--- config.mk ---
export PLATFORM = sky130hd
export DESIGN_NAME = sd_cmd_rx
export DESIGN_NICKNAME = d
export VERILOG_FILES = /design/src/rtl/sd_cmd_pkg.sv /design/src/rtl/sd_crc7_ser.sv /design/src/rtl/sd_cmd_rx.sv
export SDC_FILE = /design/constraint.sdc
export NUM_CORES = 1
export LEC_CHECK = 0
export ABC_AREA = 0
export BUFFER_PORTS_ARGS = -buffer_cell sky130_fd_sc_hd__buf_4
export CORE_AREA = 2 2 111 92
export DETAILED_ROUTE_END_ITERATION = 10
export DIE_AREA = 0 0 113 94
export PLACE_DENSITY = 0.79
export SETUP_SLACK_MARGIN = 0.15
export SLEW_MARGIN = 10
export SYNTH_ARGS = -nofsm -noshare
export SYNTH_HDL_FRONTEND = slang
export SYNTH_SLANG_ARGS = --single-unit
--- constraint.sdc ---
create_clock -name clk -period 5.2 [get_ports clk]
set_input_delay 1.04 -clock clk [delete_from_list [all_inputs] [get_ports clk]]
set_output_delay 1.04 -clock clk [all_outputs]
set_load 0.05 [all_outputs]
--- src/rtl/sd_cmd_pkg.sv ---
// sd_cmd_pkg: shared types and constants for the SD/eMMC command-line receiver and CRC7 logic.
//   Exports: SD_CMD_FRAME_W, SD_CMD_CRC_BITS, CRC7_POLY, state_t, frame_t, crc7_step().
package sd_cmd_pkg;
   localparam int SD_CMD_FRAME_W = 48;
   localparam int SD_CMD_CRC_BITS = 40;
   localparam logic [6:0] CRC7_POLY = 7'h09;
   typedef enum logic [1:0] {IDLE, HUNT, RECV} state_t;
   typedef struct packed {
      logic dir;
      logic [5:0] index;
      logic [31:0] arg;
      logic [6:0] crc;
      logic crc_err;
      logic end_err;
      logic dir_err;
   } frame_t;
   // One MSB-first step of the x^7+x^3+1 CRC.
   function automatic logic [6:0] crc7_step(input logic [6:0] crc, input logic din);
      return {crc[5:0], 1'b0} ^ ((din ^ crc[6]) ? CRC7_POLY : 7'h00);
   endfunction
endpackage

--- src/rtl/sd_crc7_ser.sv ---
// sd_crc7_ser: serial MSB-first CRC7 (x^7+x^3+1).
//   clk, rst (async high) | clr: restart from zero | en: absorb din | din: serial bit | crc: 7-bit remainder
module sd_crc7_ser
   import sd_cmd_pkg::*;
(
   input  logic       clk,
   input  logic       rst,
   input  logic       clr,
   input  logic       en,
   input  logic       din,
   output logic [6:0] crc
);
   // clr and en together restart the remainder and absorb din in the same cycle.
   always_ff @(posedge clk or posedge rst)
      if (rst)
         crc <= '0;
      else if (clr || en)
         crc <= en ? crc7_step(clr ? 7'h00 : crc, din) : 7'h00;
endmodule

--- src/rtl/sd_cmd_rx.sv ---
// sd_cmd_rx: card-side SD command receiver; frames 48-bit commands, checks them, buffers one, and times out Ncr.
//   clk, rst (async high), en: enable | cmd_i: CMD line | tout_arm: start timeout window
//   frm_valid/frm_ready: one-entry output handshake | frm_dir, frm_index, frm_arg, frm_crc_rx: decoded fields
//   frm_crc_err, frm_end_err, frm_dir_err: frame errors | tout_err, ovr_err: one-cycle pulses | busy: in RECV
module sd_cmd_rx
   import sd_cmd_pkg::*;
#(
   parameter int TOUT_CYCLES  = 64,
   parameter bit CHECK_TX_BIT = 1'b1
) (
   input  logic        clk,
   input  logic        rst,
   input  logic        en,
   input  logic        cmd_i,
   input  logic        tout_arm,
   output logic        frm_valid,
   input  logic        frm_ready,
   output logic        frm_dir,
   output logic [5:0]  frm_index,
   output logic [31:0] frm_arg,
   output logic [6:0]  frm_crc_rx,
   output logic        frm_crc_err,
   output logic        frm_end_err,
   output logic        frm_dir_err,
   output logic        tout_err,
   output logic        ovr_err,
   output logic        busy
);
   state_t state, nxt;
   logic [5:0] bitcnt;
   logic [45:0] sh;
   logic [6:0] crc;
   logic [9:0] tcnt;
   logic armed, done, crc_clr, crc_en;
   frame_t rx, buf_q;
   // bitcnt names the frame bit being sampled now: bit (47 - bitcnt).
   assign done = en && state == RECV && bitcnt == 6'(SD_CMD_FRAME_W - 1);
   assign crc_clr = state != RECV;
   assign crc_en = (state == HUNT && !cmd_i) || (state == RECV && bitcnt < 6'(SD_CMD_CRC_BITS));
   sd_crc7_ser u_crc (
      .clk (clk),
      .rst (rst),
      .clr (crc_clr),
      .en  (crc_en),
      .din (cmd_i),
      .crc (crc)
   );
   always_ff @(posedge clk or posedge rst)
      if (rst)
         state <= IDLE;
      else
         state <= nxt;
   always_comb begin
      nxt = state;
      case (state)
         IDLE:    nxt = HUNT;
         HUNT:    nxt = cmd_i ? HUNT : RECV;
         RECV:    nxt = done ? HUNT : RECV;
         default: nxt = IDLE;
      endcase
      if (!en) nxt = IDLE;
   end
   // At the end bit, sh holds frame bits 46..1 and cmd_i is bit 0.
   always_comb begin
      rx = '0;
      rx.dir = sh[45];
      rx.index = sh[44:39];
      rx.arg = sh[38:7];
      rx.crc = sh[6:0];
      rx.crc_err = crc != sh[6:0];
      rx.end_err = !cmd_i;
      rx.dir_err = CHECK_TX_BIT && !sh[45];
   end
   always_ff @(posedge clk or posedge rst)
      if (rst) begin
         bitcnt <= '0;
         sh <= '0;
      end else begin
         bitcnt <= state == RECV ? bitcnt + 6'd1 : 6'd1;
         if (state == RECV) sh <= {sh[44:0], cmd_i};
      end
   // A completing frame wins the slot if it is empty or being drained this cycle.
   always_ff @(posedge clk or posedge rst)
      if (rst) begin
         buf_q <= '0;
         frm_valid <= 1'b0;
         ovr_err <= 1'b0;
      end else begin
         ovr_err <= done && frm_valid && !frm_ready;
         if (done && (!frm_valid || frm_ready)) begin
            buf_q <= rx;
            frm_valid <= 1'b1;
         end else if (frm_ready) begin
            frm_valid <= 1'b0;
         end
      end
   // The counter only moves in HUNT; the expiry pulse comes one cycle after it reaches zero.
   always_ff @(posedge clk or posedge rst)
      if (rst) begin
         armed <= 1'b0;
         tcnt <= '0;
         tout_err <= 1'b0;
      end else begin
         tout_err <= 1'b0;
         if (!en || (state == HUNT && !cmd_i)) begin
            armed <= 1'b0;
         end else if (tout_arm && state != RECV) begin
            armed <= 1'b1;
            tcnt <= 10'(TOUT_CYCLES);
         end else if (armed && tcnt == 10'd0) begin
            armed <= 1'b0;
            tout_err <= 1'b1;
         end else if (armed && state == HUNT) begin
            tcnt <= tcnt - 10'd1;
         end
      end
   assign frm_dir = buf_q.dir;
   assign frm_index = buf_q.index;
   assign frm_arg = buf_q.arg;
   assign frm_crc_rx = buf_q.crc;
   assign frm_crc_err = buf_q.crc_err;
   assign frm_end_err = buf_q.end_err;
   assign frm_dir_err = buf_q.dir_err;
   assign busy = state == RECV;
endmodule

==> summary.md, run 1 <==
| Metric | Value |
|---|---|
| Status | `complete, but fails checks` |
| Failing checks | `DRC` |
| Final Wtd Congestion | `0.794` |
| Max VDD drop | `0.000206 V` |
| YS warnings | `0` |
| GRT met2 Usage | `33.1%` |
| Die width | `113 um` |
| Critical path cell sequence | `nand2b_2, clkinv_1, buf_4, buf_4` |
| PwrDens | `400 mW/mm^2` |
| # IOs | `59` |
| Sequential-to-total area share from yosys stat | `60.9%` |
| CTS max path bufs | `2` |
| Cts hold-fix bufs | `0` |
| Chip height | `94 um` |
| Vias in the first global route | `3,523` |
| Post-cts resize count | `0` |
| Area of the die | `0.0106 mm^2` |
| Worst-path maximum fanout | `52` |
| Global-route wire length before repair | `17,400 um` |
| TritonRoute pass-1 iters | `7` |
| Slew Viols, Final | `0` |
| Residual DRC count | `3` |
| Clock Sinks | `124` |
| Global route hottest layer | `met2` |
| Crit Path Class | `register to output port` |
| I/O Buffers | `58` |
| Worst setup EP type | `output port` |
| Max frequency | `343 MHz` |
| Latest clock arrival within the worst-skew pair | `0.41 ns` |
| Layout area overhead | `22.2%` |
| Static leakage | `0.00324 uW` |
| Fraction of layout instances using a drive strength above 1 | `27.2%` |
| Nets | `528` |
| Fin area | `0.00623 mm^2` |
| CTS tree | `done` |
| CTS root buffer | `clkbuf_16` |
| Total negative slack | `0 ns` |
| Antenna-violating nets left | `0` |
| Critical-path top delay cell | `buf_4` |
| Met1 usage | `27.9%` |
| # H-tree levels | `4` |
| Final hold viol count | `0` |
| Dominant cell type by area after synthesis | `dfrtp_1` |
| Worst-Margin Slew | `1.07 ns` |
| Total grt overflow | `0` |
| Max-Cap Viols | `0` |
| Clock Skews | `0.00835 ns` |
| Largest net degree at the start of global routing | `93` |
| WP data required | `4.16 ns` |
| Slowest stage delay, CP | `0.45 ns` |
| Synth Cell Area | `0.00510 mm^2` |
| Initial Utilization | `53.9%` |
| Synthesis-stage register bit count | `124` |
| CTS Buf Count | `17` |
| Most used cell, CP | `buf_4` |
| Ant diodes | `0` |
| Layout Cells excl Fill | `652` |
| Max-slew headroom | `28.7%` |
| Mapped Avg Cell Area | `11.1 um^2` |
| Post-placement cell area | `0.00564 mm^2` |
| Initial antenna violation count | `0` |
| Final setup vio count | `0` |
| Final WL | `10,100 um` |
| DR vias/cell | `5.37` |
| Tmin final | `2.92 ns` |
| Clock transition at path regs | `0.06 ns` |
| Top cells by area, synth | `dfrtp_1, nand2_1, mux2_2` |
| Mapped Cells | `459` |
| RSZ-0062 raised after global routing | `no` |
| Setup Fix Bufs, Post-CTS | `0` |
| CP delay by family, top | `buffers and inverters` |
| All-layer global routing usage | `20.9%` |
| Post-synth net total | `467` |
| Via count | `3,500` |
| GR Util met3 | `6.52%` |
| DP Wirelength | `5810 um` |
| Power consumption | `2490 uW` |
| Hold crit path type | `register to register` |
| DRT iter0 DRCs | `284` |
| WP data arrival | `1.88 ns` |
| Filler cell count | `692` |
| Final period util | `56.1%` |
| Inst Count DP | `620` |
| WL per Instance | `15.5 um` |
| Total core area | `0.00945 mm^2` |
| Placement Rows | `32` |
| Yosys cell types | `42` |
| CP startpoint kind | `register` |
| Crit path buf inv count | `3` |
| Top cell type's share of synthesized area | `60.9%` |
==> sequential cells by signal (all words and copies together), names as in the netlist <==
signal,count
sh,46
frm_arg,32
tcnt,10
frm_crc_rx,7
u_crc.crc,7
bitcnt,6
frm_index,6
state,2
armed,1
frm_crc_err,1
frm_dir,1
frm_dir_err,1
frm_end_err,1
frm_valid,1
ovr_err,1
tout_err,1
==> final cells by class <==
type / instances / area [um^2] / area share [%]
timing repair buffer: 62 / 465 / 7.47
sequential: 124 / 3100 / 49.8
clock buffer: 18 / 429 / 6.89
tap: 119 / 149 / 2.39
multi-input combinational: 308 / 1890 / 30.3
clock inverter: 14 / 164 / 2.63
inverter: 7 / 28.8 / 0.462
==> layout by cell type, fill, tap and decap left out, types with 8 or more instances in the layout <==
| master | netlist | final |
|---|---|---|
| nand2_1 | 148 | 148 |
| dfrtp_1 | 124 | 124 |
| buf_4 | 1 | 62 |
| mux2_2 | 44 | 44 |
| nor2_1 | 17 | 17 |
| clkbuf_16 | 0 | 17 |
| xnor2_1 | 8 | 8 |
| a21oi_1 | 8 | 8 |
| o31ai_1 | 8 | 8 |
| clkinv_4 | 0 | 8 |
==> cell families after synthesis <==
| group | count (synthesis) | synth area share (%) |
|---|---|---|
| and+or+nand+nor | 206 | 17.7 |
| DFF | 124 | 60.9 |
| muxes | 54 | 11.8 |
| AOI/OAI and AO/OA | 32 | 4.57 |
| buffers and inverters | 27 | 2.23 |
| xor gates and xnor gates | 14 | 2.41 |
| adders and majority gates | 2 | 0.491 |
==> cell usage after synthesis <==
| master | count |
|---|---|
| or4_4 | 1 |
| clkinv_1 | 1 |
| nand2_1 | 148 |
| a22o_1 | 2 |
| buf_4 | 1 |
| a21oi_1 | 8 |
| a21oi_2 | 1 |
| nand2b_1 | 5 |
| and3_1 | 1 |
| buf_2 | 7 |
| xnor2_1 | 8 |
| mux2_1 | 3 |
| nor3_1 | 4 |
| mux2_2 | 44 |
| nor2b_1 | 2 |
| a2bb2oi_1 | 2 |
| ha_1 | 2 |
| or4b_4 | 1 |
| o211ai_1 | 1 |
| nand3b_1 | 2 |
| o211a_1 | 1 |
| or2_2 | 1 |
| o31ai_1 | 8 |
| inv_1 | 6 |
| or3_1 | 3 |
| o21ai_0 | 7 |
| nor4b_2 | 1 |
| mux2i_1 | 7 |
| xor2_1 | 6 |
| nand3_1 | 6 |
| nor2_1 | 17 |
| a2111oi_4 | 1 |
| or4_1 | 4 |
| clkbuf_1 | 9 |
| nand4bb_1 | 1 |
| nor3b_1 | 2 |
| nand4_1 | 2 |
| dfrtp_1 | 124 |
| buf_1 | 3 |
| and2_1 | 2 |
| a211o_1 | 1 |
| nor4_1 | 3 |
==> final timing paths <==
kind	to	slack (ns)	cells past startpoint	startpoint
worst min register to register	bitcnt[0]	0.47	1	bitcnt[0]
max in group asynchronous	tcnt[7]	3.24	3	rst
worst max-delay path	busy	2.28	4	state[0]
min in group asynchronous	frm_arg[10]	0.93	2	rst
worst max register to register	tcnt[0]	2.59	6	tcnt[0]
worst min-delay path	bitcnt[0]	0.47	1	bitcnt[0]
==> report_power, final <==
part | leakage, uW | internal [uW] | total, uW | switching [uW]
Combinational | 0.00126 | 95.8 | 230 | 135
Sequential | 0.00169 | 1020 | 1090 | 72.7
Clock | 0.000286 | 715 | 1170 | 450
==> routing by layer <==
metal	up-vias	share of wire, %
met5	-	0
met4	0	0.97
met3	12	4.5
met2	76	48
met1	1751	46
li1	1661	-
==> stage by stage <==
stage | utilization [%] | worst slack [ns] | hold WS (ns)
final | 65.9 | 2.28 | 0.466
after global routing | 65.9 | 2.15 | 0.501
after CTS | 65.9 | 2.27 | 0.467
after detailed placement | 59.7 | 2.54 | 0.459
after global placement | 59.7 | 2.57 | 0.456
after floorplan | - | 0.861 | 0.435
No activity file was read; power rests on OpenSTA's default activity.
==> run 2: changes to the inputs <==
--- a/config.mk
+++ b/config.mk
@@ -7,9 +7,9 @@
 export LEC_CHECK = 0
 export ABC_AREA = 0
 export BUFFER_PORTS_ARGS = -buffer_cell sky130_fd_sc_hd__buf_4
-export CORE_AREA = 2 2 111 92
+export CORE_AREA = 2 2 114 94
 export DETAILED_ROUTE_END_ITERATION = 10
-export DIE_AREA = 0 0 113 94
+export DIE_AREA = 0 0 116 96
 export PLACE_DENSITY = 0.79
 export SETUP_SLACK_MARGIN = 0.15
 export SLEW_MARGIN = 10
==> constraint.sdc (replaced) <==
create_clock -name clk -period 2.6 [get_ports clk]
set_input_delay 0.52 -clock clk [delete_from_list [all_inputs] [get_ports clk]]
set_output_delay 0.52 -clock clk [all_outputs]
set_load 0.05 [all_outputs]
==> summary.md, run 2 (same netlist as run 1, synthesis figures left out) <==
| Metric | Value |
|---|---|
| Reg2reg start | `tcnt[0]` |
| Worst-Margin Slew | `0.664 ns` |
| # IOs | `59` |
| Initial antenna violation count | `0` |
| Max frequency | `432 MHz` |
| Most frequent cells in the layout | `nand2_1, dfrtp_1, buf_4` |
| Status | `finished, final reports clean` |
| Met1 usage | `24.9%` |
| Layout area overhead | `23.9%` |
| TritonRoute pass-1 iters | `4` |
| Global-route wire length before repair | `16,700 um` |
| Final Wtd Congestion | `0.832` |
| Clock Sinks | `124` |
| PwrDens | `788 mW/mm^2` |
| Max VDD drop | `0.000425 V` |
| Chip height | `96 um` |
| P_int | `3750 uW` |
| Area of the die | `0.0111 mm^2` |
| Clock Skews | `0.00641 ns` |
| WL per Instance | `14.6 um` |
| Via count | `3,481` |
| Total core area | `0.00999 mm^2` |
| CTS root buffer | `clkbuf_16` |
| Post-placement cell area | `0.00572 mm^2` |
| Post-cts resize count | `0` |
| Final setup vio count | `0` |
| Layout Cells excl Fill | `676` |
| Fraction of layout instances using a drive strength above 1 | `27.8%` |
| GR Util met3 | `4.09%` |
| RSZ-0062 raised after global routing | `no` |
| Combinational fraction of design power | `9.2%` |
| Die width | `116 um` |
| Layout Utilization | `63.2%` |
| Setup Fix Bufs, Post-CTS | `0` |
| Hold_ws | `0.213 ns` |
| CP startpoint kind | `register` |
| Hold crit path type | `primary input to async pin` |
| Final period util | `89.1%` |
| Leading cell type in the layout, fill and taps excluded | `nand2_1` |
| Top reg by flops | `sh` |
| Tmin final | `2.32 ns` |
| Ant diodes | `0` |
| Fin area | `0.00631 mm^2` |
| FF-to-FF End | `tcnt[8]` |
| Total negative slack | `0 ns` |
| WP data arrival | `2.61 ns` |
| CTS max path bufs | `2` |
| DR vias/cell | `5.15` |
| Global route hottest layer | `met2` |
| Clock transition at path regs | `0.05 ns` |
| Total grt overflow | `0` |
| Worst setup EP type | `register` |
| Initial Utilization | `51.0%` |
| CTS tree | `done` |
| Placement Rows | `33` |
| Cts hold-fix bufs | `0` |
| # H-tree levels | `4` |
| Max reg flops | `46` |
| Nets | `531` |
| Switch share | `24.5%` |
| Reg power frac | `44.0%` |
| WP data required | `2.89 ns` |
| Latest clock arrival within the worst-skew pair | `0.40 ns` |
| Max-Cap Viols | `0` |
| Static leakage | `0.00327 uW` |
| Crit Path Class | `register to register` |
| Max-slew headroom | `55.6%` |
| R2R setup slack | `0.28 ns` |
| CTS Buf Count | `17` |
| Inst Count DP | `644` |
| DP Wirelength | `6070 um` |
| Slew Viols, Final | `0` |
| All-layer global routing usage | `19.5%` |
| Worst-path maximum fanout | `5` |
| Residual DRC count | `0` |
| I/O Buffers | `58` |
| Final hold viol count | `0` |
| Vias in the first global route | `3,559` |
| Clk pwr share | `46.9%` |
| Final WL | `9840 um` |
| GRT met2 Usage | `32.2%` |
| Worst r2r path cells | `6` |
| Largest net degree at the start of global routing | `63` |
| DRT iter0 DRCs | `248` |
| Sw Pwr | `1220 uW` |
| Antenna-violating nets left | `0` |
-- run 2: layout make-up --
class	instances	area, um^2
Fill cell	778	3680
Clock buffer	18	439
Inverter	7	30.0
Sequential cell	124	3100
Tap cell	140	175
Timing Repair Buffer	65	526
Multi-Input combinational cell	308	1890
Clock inverter	14	151
-- run 2: worst max-delay path by stage --
stage               startpoint  endpoint  depth (start not counted)  slack (ns)
global placement       tcnt[0]   tcnt[8]                          6        0.36
CTS                    tcnt[0]   tcnt[8]                          6        0.28
global route           tcnt[0]   tcnt[8]                          6        0.20
floorplan              tcnt[0]   tcnt[8]                          6        0.40
finish                 tcnt[0]   tcnt[8]                          6        0.28
detailed placement     tcnt[0]   tcnt[8]                          6        0.29
-- run 2: routing by layer --
| metal | vias up | share of wire (%) | wire, um |
|---|---|---|---|
| li1 | 1663 | - | - |
| met1 | 1748 | 45 | 4390 |
| met2 | 61 | 51 | 5000 |
| met3 | 9 | 3.3 | 325 |
| met4 | 0 | 1.2 | 120 |
| met5 | - | 0 | 0 |
-- run 2: power groups by stage --
stage                     clock network, uW  registers [uW]  logic [uW]
after floorplan                           0            2170         367
after global routing                   2450            2210         519
after detailed placement                  0            2210         462
final                                  2330            2190         456
after global placement                    0            2200         438
after CTS                              2380            2180         461
-- run 2: metrics by stage --
step	total power, uW	worst slack (ns)
4_1_cts	5020	0.277
3_3_place_gp	2640	0.355
5_1_grt	5180	0.203
3_5_place_dp	2680	0.289
6_report	4980	0.283
2_1_floorplan	2540	0.396
-- run 2: critical path: stages, from the launching register on --
cell and delay [ns]:
dfrtp_1 0.38, inv_1 0.09, ha_1 0.24, or4b_4 0.54, or4_4 0.44, a211o_1 0.30
a22o_1 0.23
